[config.mk]
export PLATFORM = sky130hd
export DESIGN_NAME = fb_pixel_writer_flat
export DESIGN_NICKNAME = d
export VERILOG_FILES = /design/src/rtl/fb_pkg.sv /design/src/rtl/fb_pixel_writer_if.sv /design/src/rtl/fb_pixel_fifo.sv /design/src/rtl/fb_pixel_writer.sv /design/src/flat_wrapper.sv
export SDC_FILE = /design/constraint.sdc
export NUM_CORES = 1
export LEC_CHECK = 0
export ABC_AREA = 0
export CAP_MARGIN = 20
export CORE_ASPECT_RATIO = 1.4
export CORE_MARGIN = 1.5
export CORE_UTILIZATION = 25
export CTS_CLUSTER_DIAMETER = 150
export DETAILED_ROUTE_END_ITERATION = 12
export SYNTH_ARGS = -nofsm -noshare
export SYNTH_HDL_FRONTEND = slang
export SYNTH_HIERARCHICAL = 1
export SYNTH_SLANG_ARGS = --single-unit
[constraint.sdc]
create_clock -name clock -period 4.6 [get_ports clock]
set_input_delay 0.92 -clock clock [delete_from_list [all_inputs] [get_ports clock]]
set_output_delay 0.92 -clock clock [all_outputs]
set_load 0.02 [all_outputs]
[src/rtl/fb_pkg.sv]
// Shared constants, state encoding and address helpers for the framebuffer pixel writer.
package fb_pkg;
   localparam int SCREEN_W  = 320;
   localparam int SCREEN_H  = 240;
   localparam int FB_ADDR_W = 17;
   localparam int COLOR_W   = 12;
   localparam int X_W       = 9;
   localparam int Y_W       = 8;
   localparam int PIX_W     = X_W + Y_W + COLOR_W;

   localparam logic [FB_ADDR_W-1:0] CLEAR_LAST = FB_ADDR_W'(SCREEN_W * SCREEN_H - 1);
   localparam logic [X_W-1:0]       X_LIMIT    = X_W'(SCREEN_W);
   localparam logic [Y_W-1:0]       Y_LIMIT    = Y_W'(SCREEN_H);

   typedef enum logic [1:0] {
      S_STREAM     = 2'd0,
      S_CLEAR      = 2'd1,
      S_CLEAR_DONE = 2'd2
   } state_t;

   // y*320 + x as two shifts and an add, truncated to the RAM address width
   function automatic logic [FB_ADDR_W-1:0] xy_to_addr(input logic [X_W-1:0] x,
                                                       input logic [Y_W-1:0] y);
      logic [FB_ADDR_W-1:0] w_y;
      w_y = FB_ADDR_W'(y);
      return (w_y << 8) + (w_y << 6) + FB_ADDR_W'(x);
   endfunction

   function automatic logic xy_on_screen(input logic [X_W-1:0] x, input logic [Y_W-1:0] y);
      return (x < X_LIMIT) && (y < Y_LIMIT);
   endfunction
endpackage

[src/rtl/fb_pixel_writer_if.sv]
// Pixel-stream, clear-control and video-RAM write signals of the pixel writer.
// Stream and RAM writes both transfer on a cycle where valid/strobe and ready are high together;
// the producer holds its payload stable until that cycle and never retracts a raised valid.
interface fb_pixel_writer_if;
   import fb_pkg::*;

   logic                 in_valid;
   logic [X_W-1:0]       in_x;
   logic [Y_W-1:0]       in_y;
   logic [COLOR_W-1:0]   in_color;
   logic                 in_ready;
   logic                 clear_req;
   logic [COLOR_W-1:0]   clear_color;
   logic                 clear_done;
   logic                 mem_ready;
   logic                 mem_we;
   logic [FB_ADDR_W-1:0] mem_addr;
   logic [COLOR_W-1:0]   mem_data;
   logic                 busy;

   modport master (
      output in_valid, in_x, in_y, in_color, clear_req, clear_color, mem_ready,
      input  in_ready, clear_done, mem_we, mem_addr, mem_data, busy
   );

   modport slave (
      input  in_valid, in_x, in_y, in_color, clear_req, clear_color, mem_ready,
      output in_ready, clear_done, mem_we, mem_addr, mem_data, busy
   );
endinterface

[src/rtl/fb_pixel_fifo.sv]
// Synchronous FIFO for pixel beats; combinational read of the head entry.
module fb_pixel_fifo #(
   parameter int DEPTH = 4,
   parameter int WIDTH = 29
) (
   input  logic             clock,
   input  logic             resetn,
   input  logic             i_push,
   input  logic             i_pop,
   input  logic [WIDTH-1:0] i_data,
   output logic [WIDTH-1:0] o_data,
   output logic             o_full,
   output logic             o_empty
);
   localparam int AW = $clog2(DEPTH);

   logic [WIDTH-1:0] r_mem [DEPTH];
   logic [AW-1:0]    r_wr;
   logic [AW-1:0]    r_rd;
   logic [AW:0]      r_count;

   always_ff @(posedge clock) begin
      if (i_push) r_mem[r_wr] <= i_data;
   end

   always_ff @(posedge clock or negedge resetn) begin
      if (!resetn) begin
         r_wr    <= '0;
         r_rd    <= '0;
         r_count <= '0;
      end else begin
         if (i_push) r_wr <= r_wr + AW'(1);
         if (i_pop)  r_rd <= r_rd + AW'(1);
         case ({i_push, i_pop})
            2'b10:   r_count <= r_count + (AW+1)'(1);
            2'b01:   r_count <= r_count - (AW+1)'(1);
            default: r_count <= r_count;
         endcase
      end
   end

   assign o_data  = r_mem[r_rd];
   assign o_full  = (r_count == (AW+1)'(DEPTH));
   assign o_empty = (r_count == '0);
endmodule

[src/rtl/fb_pixel_writer.sv]
// Buffers drawer pixel beats into framebuffer writes and runs the full-screen clear.
// Build option FB_CLIP_EN: off-screen beats are accepted but dropped instead of written.
module fb_pixel_writer
   import fb_pkg::*;
#(
   parameter int FIFO_DEPTH = 4
) (
   input  logic              clock,
   input  logic              resetn,
   fb_pixel_writer_if.slave  bus,
   output state_t            o_dbg_state
);
   state_t               r_state;
   state_t               w_next;
   logic                 r_live;
   logic                 r_clr_pend;
   logic [COLOR_W-1:0]   r_clr_color;
   logic [FB_ADDR_W-1:0] r_clr_cnt;
   logic                 r_out_valid;
   logic [FB_ADDR_W-1:0] r_addr;
   logic [COLOR_W-1:0]   r_data;

   logic                 w_in_ready;
   logic                 w_push;
   logic                 w_out_free;
   logic                 w_bypass;
   logic                 w_push_fifo;
   logic                 w_pop_fifo;
   logic                 w_load;
   logic                 w_keep;
   logic                 w_clear_start;
   logic                 w_fifo_full;
   logic                 w_fifo_empty;
   logic [PIX_W-1:0]     w_beat;
   logic [PIX_W-1:0]     w_fifo_dout;
   logic [PIX_W-1:0]     w_src;
   logic [X_W-1:0]       w_src_x;
   logic [Y_W-1:0]       w_src_y;
   logic [COLOR_W-1:0]   w_src_c;

   assign w_in_ready = r_live && !w_fifo_full && (r_state == S_STREAM) && !r_clr_pend;
   assign w_push     = bus.in_valid && w_in_ready;
   assign w_out_free = !r_out_valid || bus.mem_ready;
   assign w_beat     = {bus.in_x, bus.in_y, bus.in_color};

   // An empty FIFO lets a fresh beat go straight to the output register for 1-cycle latency
   assign w_bypass    = w_push && w_fifo_empty && w_out_free;
   assign w_push_fifo = w_push && !w_bypass;
   assign w_pop_fifo  = (r_state == S_STREAM) && !w_fifo_empty && w_out_free;
   assign w_load      = w_pop_fifo || w_bypass;

   assign w_src   = w_fifo_empty ? w_beat : w_fifo_dout;
   assign w_src_x = w_src[PIX_W-1 -: X_W];
   assign w_src_y = w_src[COLOR_W +: Y_W];
   assign w_src_c = w_src[COLOR_W-1:0];

`ifdef FB_CLIP_EN
   assign w_keep = xy_on_screen(w_src_x, w_src_y);
`else
   assign w_keep = 1'b1;
`endif

   assign w_clear_start = bus.clear_req && r_live && (r_state == S_STREAM) && !r_clr_pend;

   fb_pixel_fifo #(
      .DEPTH (FIFO_DEPTH),
      .WIDTH (PIX_W)
   ) u_fifo (
      .clock   (clock),
      .resetn  (resetn),
      .i_push  (w_push_fifo),
      .i_pop   (w_pop_fifo),
      .i_data  (w_beat),
      .o_data  (w_fifo_dout),
      .o_full  (w_fifo_full),
      .o_empty (w_fifo_empty)
   );

   always_ff @(posedge clock or negedge resetn) begin
      if (!resetn) r_state <= S_STREAM;
      else         r_state <= w_next;
   end

   always_comb begin
      w_next          = r_state;
      bus.clear_done  = 1'b0;
      bus.mem_we      = r_out_valid;
      bus.mem_addr    = r_addr;
      bus.mem_data    = r_data;
      case (r_state)
         S_STREAM: begin
            // The clear waits until every buffered beat has been written
            if (r_clr_pend && w_fifo_empty && !r_out_valid) w_next = S_CLEAR;
         end
         S_CLEAR: begin
            bus.mem_we   = 1'b1;
            bus.mem_addr = r_clr_cnt;
            bus.mem_data = r_clr_color;
            if (bus.mem_ready && (r_clr_cnt == CLEAR_LAST)) w_next = S_CLEAR_DONE;
         end
         S_CLEAR_DONE: begin
            bus.clear_done = 1'b1;
            w_next         = S_STREAM;
         end
         default: w_next = S_STREAM;
      endcase
   end

   always_ff @(posedge clock or negedge resetn) begin
      if (!resetn) begin
         r_live      <= 1'b0;
         r_clr_pend  <= 1'b0;
         r_clr_color <= '0;
         r_clr_cnt   <= '0;
         r_out_valid <= 1'b0;
         r_addr      <= '0;
         r_data      <= '0;
      end else begin
         r_live <= 1'b1;

         if (w_clear_start) begin
            r_clr_pend  <= 1'b1;
            r_clr_color <= bus.clear_color;
         end else if (w_next == S_CLEAR) begin
            r_clr_pend  <= 1'b0;
         end

         if (r_state != S_CLEAR)  r_clr_cnt <= '0;
         else if (bus.mem_ready)  r_clr_cnt <= r_clr_cnt + FB_ADDR_W'(1);

         if (w_load) begin
            r_out_valid <= w_keep;
            r_addr      <= xy_to_addr(w_src_x, w_src_y);
            r_data      <= w_src_c;
         end else if (bus.mem_ready) begin
            r_out_valid <= 1'b0;
         end
      end
   end

   assign bus.in_ready = w_in_ready;
   assign bus.busy     = !w_fifo_empty || r_out_valid || (r_state != S_STREAM) || r_clr_pend;
   assign o_dbg_state  = r_state;
endmodule
[src/flat_wrapper.sv]
// flat-port wrapper written by rule: the top's interface ports become plain ports
module fb_pixel_writer_flat import fb_pkg::*;
#(
   parameter int FIFO_DEPTH = 4
)
  (clock, resetn, o_dbg_state, bus_in_valid, bus_in_x, bus_in_y, bus_in_color, bus_clear_req, bus_clear_color, bus_mem_ready, bus_in_ready, bus_clear_done, bus_mem_we, bus_mem_addr, bus_mem_data, bus_busy);
  fb_pixel_writer_if bus_i ();
  input  logic clock;
  input  logic resetn;
  output state_t o_dbg_state;
  input wire logic [$bits(bus_i.in_valid)-1:0] bus_in_valid;
  input wire logic [$bits(bus_i.in_x)-1:0] bus_in_x;
  input wire logic [$bits(bus_i.in_y)-1:0] bus_in_y;
  input wire logic [$bits(bus_i.in_color)-1:0] bus_in_color;
  input wire logic [$bits(bus_i.clear_req)-1:0] bus_clear_req;
  input wire logic [$bits(bus_i.clear_color)-1:0] bus_clear_color;
  input wire logic [$bits(bus_i.mem_ready)-1:0] bus_mem_ready;
  output wire logic [$bits(bus_i.in_ready)-1:0] bus_in_ready;
  output wire logic [$bits(bus_i.clear_done)-1:0] bus_clear_done;
  output wire logic [$bits(bus_i.mem_we)-1:0] bus_mem_we;
  output wire logic [$bits(bus_i.mem_addr)-1:0] bus_mem_addr;
  output wire logic [$bits(bus_i.mem_data)-1:0] bus_mem_data;
  output wire logic [$bits(bus_i.busy)-1:0] bus_busy;
  assign bus_i.in_valid = bus_in_valid;
  assign bus_i.in_x = bus_in_x;
  assign bus_i.in_y = bus_in_y;
  assign bus_i.in_color = bus_in_color;
  assign bus_i.clear_req = bus_clear_req;
  assign bus_i.clear_color = bus_clear_color;
  assign bus_i.mem_ready = bus_mem_ready;
  assign bus_in_ready = bus_i.in_ready;
  assign bus_clear_done = bus_i.clear_done;
  assign bus_mem_we = bus_i.mem_we;
  assign bus_mem_addr = bus_i.mem_addr;
  assign bus_mem_data = bus_i.mem_data;
  assign bus_busy = bus_i.busy;
  fb_pixel_writer #(.FIFO_DEPTH(FIFO_DEPTH)) u_core (.clock(clock), .resetn(resetn), .bus(bus_i), .o_dbg_state(o_dbg_state));
endmodule
### Word level (Yosys, flattened, before mapping)

Memories as Yosys holds them, arrays and structs flattened.
Index checks and enable logic that the tools add are counted.
Widths: inputs -> output; s select.

| word-level totals | value |
|---|---|
| bits in writable memories | 116 |
| memories kept | 1 |
| word-level logic and storage cells | 76 |
| input port bits | 46 |
| flip-flop bits (word level) | 70 |
| output and inout bits | 35 |

Memories:

| name | words | width | rd ports | clocked after Yosys merged registers in | write ports | line | RTL |
|---|---|---|---|---|---|---|---|
| u_core.u_fifo.r_mem | 4 | 29 | 1 | 0 | 1 | fb_pixel_fifo.sv:17 | `logic [WIDTH-1:0] r_mem [DEPTH];` |

| operators by class | value |
|---|---|
| equality and inequality tests | 8 |
| add/sub/neg operators | 7 |
| reductions and logical operators | 32 |
| multiplexer cells | 17 |

Operators with widths:

| cell | count |
|---|---|
| $mux 17 | 3 |
| $mux 29 | 1 |
| $add 16x14->17 | 1 |
| $add 17x1->17 const B | 1 |
| $add 17x9->17 | 1 |
| $eq 17x17->1 const B | 1 |
| $logic_and 1x1->1 | 15 |
| $mux 12 | 1 |
| $reduce_bool 2->1 | 5 |
| $mux 1 | 8 |
| $eq 2x1->1 const B | 3 |
| $pmux 3 s2 | 1 |
| $logic_not 1->1 | 5 |
| $logic_or 1x1->1 | 5 |
| $add 2x1->2 const B | 2 |
| $eq 2x2->1 const B | 2 |
| $mux 2 | 2 |
| $pmux 2 s2 | 1 |
| $add 3x1->3 const B | 1 |
| $eq 3x3->1 const B | 1 |
| $logic_not 3->1 | 1 |
| $sub 3x1->3 const B | 1 |
| $logic_not 2->1 | 1 |
| $ne 2x1->1 const B | 1 |

### Longest topological paths before layout

| logic depth | value |
|---|---|
| depth after elaboration | 12 |
| gate-level depth with buffers | 14 |
| gate-level depth less buffers | 13 |

### By module

Netlist, hierarchy kept.

By module, submodules not included:

| module | instances | cells an instance | area an instance (µm²) | sequential area each (µm²) |
|---|---|---|---|---|
| fb_pixel_fifo | 1 | 187 | 4583.1 | 3658.5 |
| fb_pixel_writer | 1 | 410 | 3698.5 | 1576.5 |

### Least setup slack after synthesis

OpenSTA, ideal clock, no wires.

| path | value |
|---|---|
| kind | reg2reg |
| from | register u_core.u_fifo.r_count[0] |
| to | register u_core.r_addr[15] |
| data required time | 4.477 ns |
| arrival | 3.246 ns |
| buffers on the path | 3 |
| slack | 1.231 ns |
| library setup time | 0.123 ns |
| stages on the path, launching flop included | 14 |
| clock period less this slack | 3.369 ns |
| path through | dfrtp_1 nor3_1 buf_2 buf_2 buf_2 mux2i_1 fa_1 inv_1 fa_1 a211oi_1 nor3_1 a211oi_1 xor2_1 a21oi_1 |

| on the way | value |
|---|---|
| elaborated cells between the ends (all ways) | 16 |
| those cells by class | add/sub (2); eq/ne (1); mux (1); reduce/logical (12) |

RTL lines:

| element | line | RTL |
|---|---|---|
| start: declaration | fb_pixel_fifo.sv:20 | `logic [AW:0] r_count;` |
| start signal: assignment | fb_pixel_fifo.sv:35 | `2'b10: r_count <= r_count + (AW+1)'(1);` |
| start signal: assignment | fb_pixel_fifo.sv:36 | `2'b01: r_count <= r_count - (AW+1)'(1);` |
| start signal: assignment | fb_pixel_fifo.sv:37 | `default: r_count <= r_count;` |
| $logic_not 3->1 (*) | fb_pixel_fifo.sv:44 | `assign o_empty = (r_count == '0);` |
| named net u_core.w_fifo_empty | fb_pixel_writer.sv:33 | `logic w_fifo_empty;` |
| branches (longest 4 deep; another with $add 16x14->17) | - |  |
| end signal: assignment | fb_pixel_writer.sv:133 | `r_addr <= xy_to_addr(w_src_x, w_src_y);` |
| end: declaration | fb_pixel_writer.sv:20 | `logic [FB_ADDR_W-1:0] r_addr;` |

Mark *: on every way through the listed nets, which the timed path passes.
A chain may end at the register's enable or synchronous reset.

### Worst setup path after layout

| path | value |
|---|---|
| from | register u_core.u_fifo.r_count[0] |
| to | output bus_busy |

| on the way | value |
|---|---|
| cells in the longest elaborated chain, start to end | 5 |

RTL lines:

| element | line | RTL |
|---|---|---|
| $logic_not 3->1 | fb_pixel_fifo.sv:44 |  |
| named net u_core.w_fifo_empty | fb_pixel_writer.sv:33 |  |
| $logic_not 1->1 | fb_pixel_writer.sv:142 | `assign bus.busy = !w_fifo_empty \|\| r_out_valid \|\| (r_state != S_STREAM) \|\| r_clr_pend;` |
| $logic_or 1x1->1 (3 in series) | fb_pixel_writer.sv:142 |  |
| end: declaration | flat_wrapper.sv:23 | `output wire logic [$bits(bus_i.busy)-1:0] bus_busy;` |

The timed path passes the listed nets, and every way through them passes these cells.

==> flow_summary.ini <==
[run_status]
outcome = completed

[final_layout]
fin_cells = 1136
drive_gt1_share_pct = 14.9
most-common-layout-cells = nand2_1 (126), edfxtp_1 (116), clkdlybuf4s50_1 (79)
n_antenna_cell = 0
finalNetCount = 753
final_util_pct = 31.4
layout_commonest_cell = nand2_1
area_delta_synth_final_pct = 23.3

[sta]
fmax_mhz = 269
fin_worst_skew_ns = 0.0179
min_period_over_period_pct = 80.9
slew_violations = 0
relSlewSlack_pct = 46.1
fin_tns_setup_ns = 0
layout_min_cycle_time_ns = 3.72
tightest_slew_ns = 0.807
setup_violations = 0
finalHoldViolCount = 0
rsz0062_at_grt = false
worst_slack_ns = 0.879

[cts]
cts_setup_buffers = 0
root_buffer = clkbuf_16
clk_latency_ns = 0.44
cts_max_level = 4
cts_sinks = 186
clkTransAtPathRegs_ns = 0.08
cts_tree = done
numCtsBuffers = 17
postCtsHoldBufs = 0
ctsLongestPathBuffers = 2
cts_resized = 0

[global_route]
globalRouteOverflowTotal = 0
grt_pass1_wl_um = 28300
antenna_found_initial = 0
first_global_vias = 4846
grt_max_degree = 49
track_usage_pct = 11.0

[synth]
synth_cells = 597
syn_nets = 667
seq_area_frac_synth_pct = 63.2
avgSynthCellArea_um2 = 13.9
synth_ff_type = edfxtp_1
yosysTopAreaCell = edfxtp_1
synthArstFlopShare_pct = 37.6
syn_area_um2 = 8280
synth_cell_types = 44
synth_edf_count = 116
yosys_warnings = 6
synth_area_leaders = edfxtp_1 (42%), dfrtp_1 (21%), mux4_2 (7.6%)
synth_top_area_share_pct = 42.1
ys_ff_latch = 186

[hold_path]
hold_path_startpoint = u_core/r_addr[8]
hold_class = flip-flop to flip-flop
hold_end = u_core/r_addr[8]
min_path_cells = 2

[critical_path]
crit_type = flip-flop to primary output
reg2reg_slack_ns = 0.94
startpoint_type = flip-flop
r2r_cells = 10
crit_fanout = 6
required_ns = 3.68
worstPathArrival_ns = 2.80
r2r_start = u_core/u_fifo/r_rd[0]
end_kind = primary output
r2r-end = u_core/r_addr[15]

[pwr]
p_clk_share_pct = 40.7
internal_power_mw = 2.67
ir_drop_mv = 0.233
p_comb_share_pct = 7.5
p_per_area_nw_per_um2 = 349
total_power_mw = 3.57
p_sw_share_pct = 25.1
power_leakage_nw = 3.89
p_switching_mw = 0.895
seqPwrFrac_pct = 51.7

[die]
rows = 78
start_util_pct = 25.5
die_area_um2 = 34200
die_y_um = 218
io-pin-count = 81
fp.dieW_um = 157
core_um2 = 32500

[drt]
vias = 4835
wl_um = 17800
drt_pass1_iterations = 4
wl_per_cell_um = 15.7
viasPerCell = 4.26
drtAntennaViolNets = 0
drtIter0Drc = 298
drc = 0

[job]
drv_cap = 0

[place]
placed_cells = 1104
dp_slack_ns = 0.804
routabilityCongestion = 0.732
dp_hpwl_um = 12200
port_buffers = 80
[critical path, stage by stage, from the launching register on]
cell and delay, ns:
dfrtp_1 0.42, nor3_2 0.54, or3b_2 0.53, or3_1 0.33, clkdlybuf4s50_1 0.55
[synth_stat cells (8+ instances only)]
master	instances
o21ai_0	19
xor2_1	18
edfxtp_1	116
mux2i_1	23
nand2_1	126
nor2_1	28
nand4_1	8
mux2_2	20
ha_1	21
clkbuf_1	12
a21oi_1	9
mux4_2	28
buf_2	8
dfrtp_1	70
xnor2_1	10
inv_1	14
[kinds of logic (layout without fill, tap and decap cells)]
| group | after synthesis | count (layout) | share of synthesized area, % |
|---|---|---|---|
| xor gates and xnor gates | 28 | 28 | 2.96 |
| AOI/OAI and AO/OA | 51 | 51 | 3.73 |
| and+or+nand+nor | 193 | 193 | 10.0 |
| DFF | 186 | 186 | 63.2 |
| muxes | 73 | 73 | 13.6 |
| buffers and inverters | 41 | 140 | 2.52 |
| other | 1 | 1 | 0.0453 |
| adders and majority gates | 24 | 24 | 3.90 |
[per-stage QoR]
| stage | hold slack (ns) | area [um^2] |
|---|---|---|
| after global placement | 0.454 | 9610 |
| after global routing | 0.510 | 10200 |
| after CTS | 0.480 | 10200 |
| after detailed placement | 0.462 | 9610 |
| final | 0.474 | 10200 |
| after floorplan | 0.439 | 8280 |
[power groups by stage]
stage | Combinational, mW | Clock [mW] | Sequential (mW)
finish | 0.269 | 1.45 | 1.85
global route | 0.304 | 1.56 | 1.85
CTS | 0.275 | 1.50 | 1.85
detailed placement | 0.275 | 0 | 1.88
global placement | 0.270 | 0 | 1.88
floorplan | 0.126 | 0 | 1.87
[per-layer routing]
layer  vias to the layer above  track usage [%]  routed length, um
li1                       2322                -                  -
met1                      2429             15.0               8500
met2                        71             17.4               8510
met3                        13             2.18                577
met4                         0             3.52                202
met5                         -                0                  0
[worst max path at each step]
stage / cells after the start / to / from
detailed placement: 10 / u_core/r_addr[15] / bus_in_y[2]
global placement: 10 / u_core/r_addr[15] / bus_in_y[2]
global route: 10 / u_core/r_addr[15] / u_core/u_fifo/r_rd[0]
finish: 4 / bus_busy / u_core/u_fifo/r_count[0]
CTS: 4 / bus_busy / u_core/u_fifo/r_count[0]
floorplan: 13 / u_core/r_addr[15] / u_core/u_fifo/r_count[0]
[registers in the layout, summed over array words and instances, names as in the netlist]
register and count:
u_core/o_dbg_state 2, u_core/u_fifo/r_mem 116, u_core/r_clr_pend 1, u_core/r_data 12
u_core/r_live 1, u_core/r_clr_color 12, u_core/r_clr_cnt 17, u_core/r_addr 17
u_core/u_fifo/r_rd 2, u_core/u_fifo/r_wr 2, u_core/r_out_valid 1, u_core/u_fifo/r_count 3
[final cells by class]
class                           count  area (um^2)
Sequential cell                   186         5240
Clock inverter                     15          175
Tap cell                          440          551
Multi-Input combinational cell    370         2860
Inverter                           14         52.6
Timing Repair Buffer               94          913
Clock buffer                       17          425
Fill cell                        3237        22300
No activity file was read; power rests on OpenSTA's default activity.
